`src/rtl/uart_rx.sv`:
```
// uart_rx: 8N1 serial receiver with mid-bit sampling.
// Holds the last good byte, status flags and a level irq for the CPU.
module uart_rx #(
  parameter int CLKS_PER_BIT = 16
) (
  input  logic       clk,
  input  logic       rst,
  input  logic       uart_in,
  input  logic       rd_ack,
  output logic [7:0] shift_read,
  output logic [7:0] rx_data,
  output logic       rx_ready,
  output logic       frame_err,
  output logic       overrun,
  output logic       irq
);

  typedef enum logic [1:0] {
    S_IDLE,
    S_START,
    S_DATA,
    S_STOP
  } state_t;

  localparam int CW = $clog2(CLKS_PER_BIT);
  localparam logic [CW-1:0] HALF = CW'(CLKS_PER_BIT / 2 - 1);
  localparam logic [CW-1:0] LAST = CW'(CLKS_PER_BIT - 1);

  state_t          r_state;
  state_t          w_next;
  logic            r_sync;
  logic            r_line;
  logic            r_line_d;
  logic [CW-1:0]   r_cnt;
  logic [2:0]      r_idx;
  logic [7:0]      r_shift;
  logic [7:0]      r_data;
  logic            r_rx_ready;
  logic            r_frame_err;
  logic            r_overrun;

  logic            w_fall;
  logic            w_start_mid;
  logic            w_cnt_last;
  logic            w_shift;
  logic            w_stop_ok;
  logic            w_stop_bad;

  // Two-flop synchroniser plus one delay for edge detection
  always_ff @(posedge clk) begin
    if (rst) begin
      r_sync   <= 1'b1;
      r_line   <= 1'b1;
      r_line_d <= 1'b1;
    end else begin
      r_sync   <= uart_in;
      r_line   <= r_sync;
      r_line_d <= r_line;
    end
  end

  // FSM state register
  always_ff @(posedge clk) begin
    if (rst) r_state <= S_IDLE;
    else     r_state <= w_next;
  end

  // FSM next-state logic
  always_comb begin
    w_next = r_state;
    unique case (r_state)
      S_IDLE:  if (w_fall) w_next = S_START;
      S_START: if (w_start_mid) w_next = r_line ? S_IDLE : S_DATA;
      S_DATA:  if (w_shift && r_idx == 3'd7) w_next = S_STOP;
      S_STOP:  if (w_cnt_last) w_next = S_IDLE;
      default: w_next = S_IDLE;
    endcase
  end

  // FSM decode of sample points and stop-bit outcome
  always_comb begin
    w_fall      = r_line_d & ~r_line;
    w_start_mid = (r_state == S_START) && (r_cnt == HALF);
    w_cnt_last  = (r_cnt == LAST);
    w_shift     = (r_state == S_DATA) && w_cnt_last;
    w_stop_ok   = (r_state == S_STOP) && w_cnt_last && r_line;
    w_stop_bad  = (r_state == S_STOP) && w_cnt_last && !r_line;
  end

  // Bit timing, shift register and CPU-visible flags
  always_ff @(posedge clk) begin
    if (rst) begin
      r_cnt       <= '0;
      r_idx       <= 3'd0;
      r_shift     <= 8'h00;
      r_data      <= 8'h00;
      r_rx_ready  <= 1'b0;
      r_frame_err <= 1'b0;
      r_overrun   <= 1'b0;
    end else begin
      if (r_state == S_IDLE || w_start_mid || w_cnt_last)
        r_cnt <= '0;
      else
        r_cnt <= r_cnt + 1'b1;

      if (w_start_mid)  r_idx <= 3'd0;
      else if (w_shift) r_idx <= r_idx + 3'd1;

      if (w_shift) r_shift <= {r_line, r_shift[7:1]};

      // ack clears first; a stop-bit completion in the same cycle wins
      if (rd_ack) begin
        r_rx_ready  <= 1'b0;
        r_frame_err <= 1'b0;
        r_overrun   <= 1'b0;
      end
      if (w_stop_ok) begin
        r_data      <= r_shift;
        r_rx_ready  <= 1'b1;
        r_frame_err <= 1'b0;
        if (r_rx_ready && !rd_ack) r_overrun <= 1'b1;
      end
      if (w_stop_bad) r_frame_err <= 1'b1;
    end
  end

  assign shift_read = r_shift;
  assign rx_data    = r_data;
  assign rx_ready   = r_rx_ready;
  assign frame_err  = r_frame_err;
  assign overrun    = r_overrun;
  assign irq        = r_rx_ready | r_frame_err;

endmodule

```
`config.mk`:
```
export PLATFORM = sky130hd
export DESIGN_NAME = uart_rx
export DESIGN_NICKNAME = d
export VERILOG_FILES = /design/src/rtl/uart_rx.sv
export SDC_FILE = /design/constraint.sdc
export NUM_CORES = 1
export LEC_CHECK = 0
export CAP_MARGIN = 20
export CORE_MARGIN = 1.5
export CORE_UTILIZATION = 45
export DETAILED_ROUTE_END_ITERATION = 7
export GPL_TIMING_DRIVEN = 0
export PLACE_DENSITY = 0.75
export SYNTH_ARGS = -nofsm -noshare
export SYNTH_HDL_FRONTEND = slang
export SYNTH_SLANG_ARGS = --single-unit
```
`constraint.sdc`:
```
create_clock -name clk -period 1.43 [get_ports clk]
set_clock_uncertainty 0.05 [all_clocks]
set_input_delay 0.286 -clock clk [delete_from_list [all_inputs] [get_ports clk]]
set_output_delay 0.286 -clock clk [all_outputs]
set_load 0.05 [all_outputs]
```
* After elaboration in Yosys (flattened, before gate mapping)
Cells that the tools add are included.
Storage, ports and cells: bits in latches 0, ROM bits 0, memories kept 0, register bits 31, output and inout bits 20, RAM bits 0
Cells by class: multiplexer cells 13, order comparisons 0, multiply operators 0, shift operators 0, add/subtract/negate cells 2, equal/unequal tests 10, divide/modulo/power cells 0, bitwise logic cells 3, reduce and logical (&&, ||, !) cells 17
Operators with widths (number):
- two-way mux 2 bit | 5
- != test 2 bit, second input constant | 4
- case mux 2 bit (4 select lines) | 1
- logical AND 1 bit | 7
- two-way mux 1 bit | 7
- adder 4 x 1 -> 4 bit, second input constant | 1
- equality test 2 bit, second input constant | 2
- equality test 4 x 3 -> 1 bit, second input constant | 1
- equality test 4 bit, second input constant | 1
- AND reduction 4 bit | 1
- OR reduction 2 bit | 2
- adder 3 x 1 -> 3 bit, second input constant | 1
- equality test 3 bit, second input constant | 1
- nonzero test 3 bit | 1
- equality test 2 x 1 -> 1 bit, second input constant | 1
- zero test 1 bit | 2
- zero test 2 bit | 1
- logical OR 1 bit | 2
- nonzero test 2 bit | 1
- bitwise AND 1 bit | 1
- inverter 1 bit | 1
- bitwise OR 1 bit | 1

* Depth between registers and ports, before layout
Gate-level depths: netlist (run 1).
depth in word-level cells 5, gate-level depth with buffers 5, mapped depth without buffers 4

* Worst setup path after synthesis (run 1)
OpenSTA, ideal clock, no wires.
path kind register to register, from register r_cnt[0], to register r_idx[1], setup time 132 ps, data arrival time 1157 ps, required time 1248 ps, stages on the path, launching flop included 6, path buffers 1, setup slack 90 ps, path through dfxtp_1 ha_1 nand4_2 clkbuf_1 o21ai_0 a21oi_1
Between the ends: cells in the longest elaborated chain, start to end 3, elaborated cells between the ends (all ways) 5
Ends and longest elaborated chain:
- start, declared | RTL line 34 | logic [CW-1:0] r_cnt;
- start signal, assigned | RTL line 104 | r_cnt <= r_cnt + 1'b1;
- equality test 4 x 3 -> 1 bit | RTL line 83 | w_start_mid = (r_state == S_START) && (r_cnt == HALF);
- logical AND 1 bit | RTL line 83
- OR reduction 2 bit (no source line)
- end signal, assigned | RTL line 107 | else if (w_shift) r_idx <= r_idx + 3'd1;
- end, declared | RTL line 35 | logic [2:0] r_idx;
Parallel ways exist; a longest one is shown, timed or not. A chain may end at the register's enable or synchronous reset.

* Worst setup path after layout (run 1)
from register r_frame_err (netlist: frame_err), to output port irq
Between the ends: cells in the longest elaborated chain, start to end 1
Ends and longest elaborated chain:
- start, declared | RTL line 39 | logic r_frame_err;
- start signal, assigned | RTL line 98 | r_frame_err <= 1'b0;
- start signal, assigned | RTL line 114 | r_frame_err <= 1'b0;
- start signal, assigned | RTL line 120 | r_frame_err <= 1'b0;
- bitwise OR 1 bit | RTL line 132 | assign irq = r_rx_ready | r_frame_err;
- end, declared | RTL line 15 | output logic irq
No other way between the ends.

==> key figures, run 1 <==
Placement
  • Port Buffers: 22
  • Detail Placement HPWL: 1940 µm
  • GPL Wtd Cong: 0.779

Logic synthesis
  • Post-Synthesis Cell Area: 1290 µm²
  • Unique cell type count in the Yosys netlist: 30
  • Top post-synthesis cells by area: dfxtp_1, a21oi_1, nand3_1
  • Synth cell count leaders: dfxtp_1, a21oi_1, nand3_1
  • Most numerous cell in the Yosys netlist: dfxtp_1
  • Sequential share of the synthesized area: 0.482
  • Synthesized Nets: 151
  • Post-synth EDFFs: 0
  • Synth top area share: 0.482
  • FFs w/ async S/R, synth: 0
  • Post-Syn Area per Cell: 8.93 µm²
  • Post-Syn Instances: 144
  • Cell taking the most area after synthesis: dfxtp_1
  • Top_reg_cell synth: dfxtp_1
  • Yosys warns: 0
  • #FFs+latches synth: 31

Global route
  • Grt ovf: 0
  • Total track usage: 0.190
  • Initial antenna violation count: 0
  • Vias in the first global route: 1047
  • Pin count of the biggest net entering global routing: 11
  • First-pass GRT wire length: 4660 µm

Routing
  • Remaining antenna violation count after routing: 0
  • Drt via density: 5.51
  • Met3 Wirelength: 172 µm
  • DR vias: 1130
  • DR top layer: met4
  • Total Wirelength: 2770 µm
  • Routed wl met2: 1280 µm
  • Routed WL per cell: 13.5 µm
  • Drt drc: 0
  • WL met1: 1290 µm
  • Drt pass-1 iters: 4
  • Initial DRC Count: 29

Power and ir drop
  • Power Dens Cells: 1040 nW/µm²
  • Leak: 0.610 nW
  • Peak VDD IR: 1.13 mV
  • Final Power: 1.68 mW

CTS
  • CTS root buffer: clkbuf_4
  • CTS clk-pin slew, worst paths: 0.10 ns
  • Clock buffer depth: 2
  • Clk sinks: 31
  • Worst-Skew Late Latency: 0.33 ns
  • CTS Buf Count: 5
  • Total number of H-tree levels: 2
  • Post-CTS Hold Buffers: 0
  • Post-CTS setup buffers: 0
  • TritonCTS clock tree: built

Setup path
  • Worst reg2reg startpoint: r_state[0]$_SDFFE_PP0P_
  • Worst setup startpoint: frame_err$_SDFFE_PP0P_
  • Required @ worst endpoint: 1.09 ns
  • Worst Path Max Fanout: 3
  • Worst setup EP type: output pin
  • Critical path's slowest cell: dfxtp_2
  • Setup CP Type: flop to output pin
  • Setup crit start kind: flop
  • Arrival time at the worst endpoint: 1.07 ns
  • Crit path cell chain: or2_4 > buf_8
  • Crit-path max cell delay: 0.34 ns

Die
  • Die W: 56.5 µm
  • Die area: 3190 µm²
  • Initial Utilization: 0.470
  • Std-Cell Rows: 19
  • Boundary Pins: 24
  • Die height: 56.5 µm
  • Core area: 2730 µm²

Finish
  • Seq. cell area: 623 µm²
  • Fraction of layout instances using a drive strength above 1: 0.264
  • Final #Nets: 180
  • Multi-input logic area: 601 µm²
  • Fill cells: 242
  • N_diodes: 0
  • Synth-to-Final Area Change: 25.1%

Worst hold path
  • Hold path startpoint: rst
  • Hold crit path type: primary input to flop

Timing
  • Worst Tran Pin Value: 0.469 ns
  • Period utilisation layout: 0.980
  • Final setup fails: 0
  • Achievable Freq: 713 MHz
  • Setup_tns: 0 ns
  • Slew Limit Fails: 0
  • Max transition margin: 0.688
  • Final Hold Fails: 0
  • RSZ-0062 raised after global routing: true
  • Final min period: 1.40 ns

Run
  • Max-cap violations: 0

Outcome
  • Status: finished, final reports clean
-- path summary, 6_finish.rpt --
check	cells after the start	endpoint	slack (ns)
worst max-delay path	2	irq	0.03
worst min-delay path	2	flop	0.28
worst max register to register	3	r_idx[2]$_SDFFE_PP0P_	0.08
worst min register to register	1	r_line$_SDFF_PP1_	0.37
-- registers in the layout (all words and copies together), names as in the netlist, named ones only --
signal,flops
r_cnt,4
rx_data,8
r_state,1
r_sync,1
overrun,1
rx_ready,1
shift_read,8
r_line,1
r_line_d,1
r_idx,3
frame_err,1
-- routing by layer --
metal / vias up / global-route usage
met5: - / 0
li1: 573 / -
met1: 526 / 0.231
met3: 2 / 0.0760
met4: 0 / 0.0816
met2: 29 / 0.296
-- metrics by stage --
stage	util	cell area (µm²)	hold WS, ns	worst slack [ns]	cells
floorplan	-	1290	0.315	0.0904	144
global placement	0.565	1550	0.346	-0.177	197
detailed placement	0.565	1550	0.351	-0.193	197
CTS	0.593	1620	0.265	-0.0444	205
global route	0.589	1610	0.317	-0.0138	205
finish	0.589	1610	0.276	0.0283	205
-- cell type report --
| type | instances | share of cell area |
|---|---|---|
| timing repair buffer | 22 | 0.110 |
| clock inverter | 2 | 0.0218 |
| inverter | 3 | 0.00700 |
| sequential | 31 | 0.387 |
| buffer | 12 | 0.0451 |
| tap | 31 | 0.0241 |
| clock buffer | 6 | 0.0319 |
| multi-input combinational | 98 | 0.373 |
-- power by group --
part	switching, mW	internal, mW
registers	0.0141	0.872
logic	0.0452	0.0265
clock network	0.305	0.413
-- cells by family after synthesis --
| family | count (synthesis) | share of synthesized area |
|---|---|---|
| xor+xnor | 2 | 0.0136 |
| buf+inv | 15 | 0.0623 |
| fa+ha+maj | 3 | 0.0292 |
| compound gates | 48 | 0.212 |
| flops | 31 | 0.482 |
| simple gates | 45 | 0.200 |
-- timing repair --
| item | in CTS | in global routing |
|---|---|---|
| resized for setup | 85 | 13 |
| endpoints found under the hold margin | 0 | 0 |
| cloned | 0 | 0 |
| setup endpoints to repair | 46 | 25 |
-- critical path, delay by kind of cell, from the launching register on --
family | cells | cell delay, ns
buf+inv | 1 | 0.15
flops | 1 | 0.34
simple gates | 1 | 0.25
-- placed cells by master, fill, tap and decap left out, types with 2 or more instances in the layout --
cell type        count
inv_1                2
nand2_1              4
nand3_1             22
clkdlybuf4s50_1      2
buf_6                2
ha_1                 2
and3_1               2
or3_1                2
clkbuf_1             4
clkdlybuf4s15_2      5
o21ai_0             20
clkbuf_4             6
or2_2                2
clkdlybuf4s18_2      3
nor3_1               4
a31oi_1              2
dfxtp_2              2
buf_2               15
dfxtp_1             29
nor2b_1              2
a21oi_1             22
Note: power is estimated with default switching activity, not from simulation.
==> inputs of run 2 (changes only) <==
--- a/config.mk
+++ b/config.mk
@@ -6,7 +6,6 @@
 export NUM_CORES = 1
 export LEC_CHECK = 0
 export CAP_MARGIN = 20
-export CORE_MARGIN = 1.5
 export CORE_UTILIZATION = 45
 export DETAILED_ROUTE_END_ITERATION = 7
 export GPL_TIMING_DRIVEN = 0
==> run 2 against run 1 <==
  * Worst setup slack better by 0.0085 ns
  * First-iteration DRC count is 14% higher
  * Global-route usage is 0.53 points higher
  * Critical path depth stayed put
  * Cell area is 0.86% lower
  * Total power is 14% lower
==> key figures, run 2 (synthesis results as in run 1) <==
Timing
  • RSZ-0062 raised after global routing: true
  • Period utilisation layout: 0.974 (-0.00592)
  • Final setup fails: 0 (unchanged)
  • Worst Tran Pin Value: 0.456 ns (-0.0122 ns)
  • Slew Limit Fails: 0 (unchanged)
  • Final Hold Fails: 0 (unchanged)
  • Max transition margin: 0.696 (+0.00811)
  • Final min period: 1.39 ns (-0.00847 ns)
  • Achievable Freq: 718 MHz (+0.61%)

Setup path
  • Worst Path Max Fanout: 3 (unchanged)
  • Critical path's slowest cell: dfxtp_2
  • Setup CP Type: flop to output pin
  • Arrival time at the worst endpoint: 1.06 ns (about the same)
  • Setup crit start kind: flop
  • Crit path cell chain: or2_4 > buf_8
  • Required @ worst endpoint: 1.09 ns (about the same)
  • Crit-path max cell delay: 0.33 ns (about the same)
  • Worst setup EP type: output pin

Die
  • Core area: 2730 µm² (unchanged)
  • Die area: 3080 µm² (-3.5%)
  • Boundary Pins: 24 (unchanged)
  • Std-Cell Rows: 19 (unchanged)
  • Initial Utilization: 0.470 (unchanged)
  • Die height: 55.5 µm (-1.8%)
  • Die W: 55.5 µm (-1.8%)

Global route
  • Pin count of the biggest net entering global routing: 11 (unchanged)
  • Initial antenna violation count: 0 (unchanged)
  • M2 GR Usage: 0.312 (+0.0159)
  • Most used routing layer: met2
  • Met3 GRT Util: 0.0703 (-0.00578)
  • Grt ovf: 0 (unchanged)
  • Vias in the first global route: 1025 (-2.1%)
  • Total track usage: 0.195 (+0.00525)
  • First-pass GRT wire length: 4660 µm (unchanged)
  • GRT met1 Usage: 0.241 (+0.00950)

CTS
  • CTS root buffer: clkbuf_4
  • Worst-Skew Late Latency: 0.33 ns (about the same)
  • Post-CTS Hold Buffers: 0 (unchanged)
  • Clk sinks: 31 (unchanged)
  • CTS Buf Count: 5 (unchanged)
  • TritonCTS clock tree: built
  • CTS clk-pin slew, worst paths: 0.09 ns (about the same)
  • Total number of H-tree levels: 2 (unchanged)
  • Clock buffer depth: 2 (unchanged)

Power and ir drop
  • P_int: 1.09 mW (-17%)
  • Final Power: 1.44 mW (-14%)
  • Logic pwr share: 0.050 (+0.007)
  • Sequential Power Share: 0.615 (+0.086)
  • Sw Ratio: 0.243 (+0.0257)
  • Psw: 0.350 mW (-3.9%)
  • Peak VDD IR: 0.766 mV (-32%)
  • Clock network fraction of total power: 0.335 (-0.093)
  • Power Dens Cells: 903 nW/µm² (-13%)
  • Leak: 0.594 nW (-2.6%)

Routing
  • Drt pass-1 iters: 4 (unchanged)
  • Remaining antenna violation count after routing: 0 (unchanged)
  • Drt via density: 5.53 (+0.31%)
  • Total Wirelength: 2670 µm (-3.7%)
  • Routed WL per cell: 13.0 µm (-4.1%)
  • Initial DRC Count: 33 (+14%)
  • Drt drc: 0 (unchanged)
  • DR vias: 1139 (+0.80%)

Placement
  • Detail Placement HPWL: 1850 µm (-4.6%)
  • Port Buffers: 22 (unchanged)
  • Instance area at placement: 1550 µm² (unchanged)
  • GPL Wtd Cong: 0.795 (+2.0%)

Finish
  • N_diodes: 0 (unchanged)
  • Most frequent cells in the layout: dfxtp_1, nand3_1, a21oi_1
  • Final core occ: 0.584 (-0.00503)
  • Synth-to-Final Area Change: 24.0%
  • Final #Nets: 181 (+0.56%)
  • Fraction of layout instances using a drive strength above 1: 0.257 (-0.00722)
  • Commonest non-fill, non-tap cell in the layout: dfxtp_1
  • Design area: 1600 µm² (-0.86%)

Run
  • Max-cap violations: 0 (unchanged)

Worst hold path
  • Hold crit path type: primary input to flop

Outcome
  • Status: finished, final reports clean
run 2: stage by stage:
stage	hold WS (ns)	cells	worst slack, ns	setup TNS [ns]
6_report	0.289	206	0.0368	0
5_1_grt	0.320	206	-0.00415	-0.00487
4_1_cts	0.276	205	-0.0326	-0.0326
3_5_place_dp	0.355	197	-0.185	-2.56
3_3_place_gp	0.347	197	-0.176	-1.62
2_1_floorplan	0.315	144	0.0904	0
run 2: critical path, delay by kind of cell, from the launching register on:
family / cells / cell delay (ns)
flops: 1 / 0.33
simple gates: 1 / 0.25
buf+inv: 1 / 0.15
run 2: routing by layer:
| layer | wire length, µm | part of all wire | vias to the layer above |
|---|---|---|---|
| met1 | 1260 | 0.47 | 524 |
| li1 | - | - | 578 |
| met2 | 1230 | 0.46 | 32 |
| met3 | 146 | 0.055 | 5 |
| met4 | 43 | 0.016 | 0 |
| met5 | 0 | 0 | - |
run 2: timing repair:
action                                  CTS  global route
endpoints found under the hold margin     0             0
cloned                                    0             0
resized for setup                        81            14
endpoints found under the setup margin   46            27
setup buffers                             0             1
run 2: power groups by stage:
stage               sequential [mW]  clock, mW  combinational, mW
detailed placement            0.904          0             0.0715
CTS                           0.885      0.498             0.0724
global placement              0.904          0             0.0699
finish                        0.885      0.483             0.0722
global route                  0.887      0.535             0.0805
floorplan                     0.901          0             0.0518
run 2: path summary, 6_finish.rpt:
check	start	to	slack [ns]	cells past startpoint
setup / recovery	frame_err$_SDFFE_PP0P_	irq	0.04	2
hold / removal	rst	flop	0.29	2
setup reg to reg	r_cnt[1]$_SDFF_PP0_	shift_read[3]$_SDFFE_PP0P_	0.09	5
hold reg to reg	r_sync$_SDFF_PP1_	r_line$_SDFF_PP1_	0.37	1
run 2: area by class of cell:
class	instances	area, µm²
Buffer	12	72.6
Clock buffer	7	45.0
Clock inverter	1	5.00
Fill cell	252	1140
Inverter	3	11.3
Multi-Input combinational cell	98	601
Sequential cell	31	623
Tap cell	31	38.8
Timing Repair Buffer	23	199
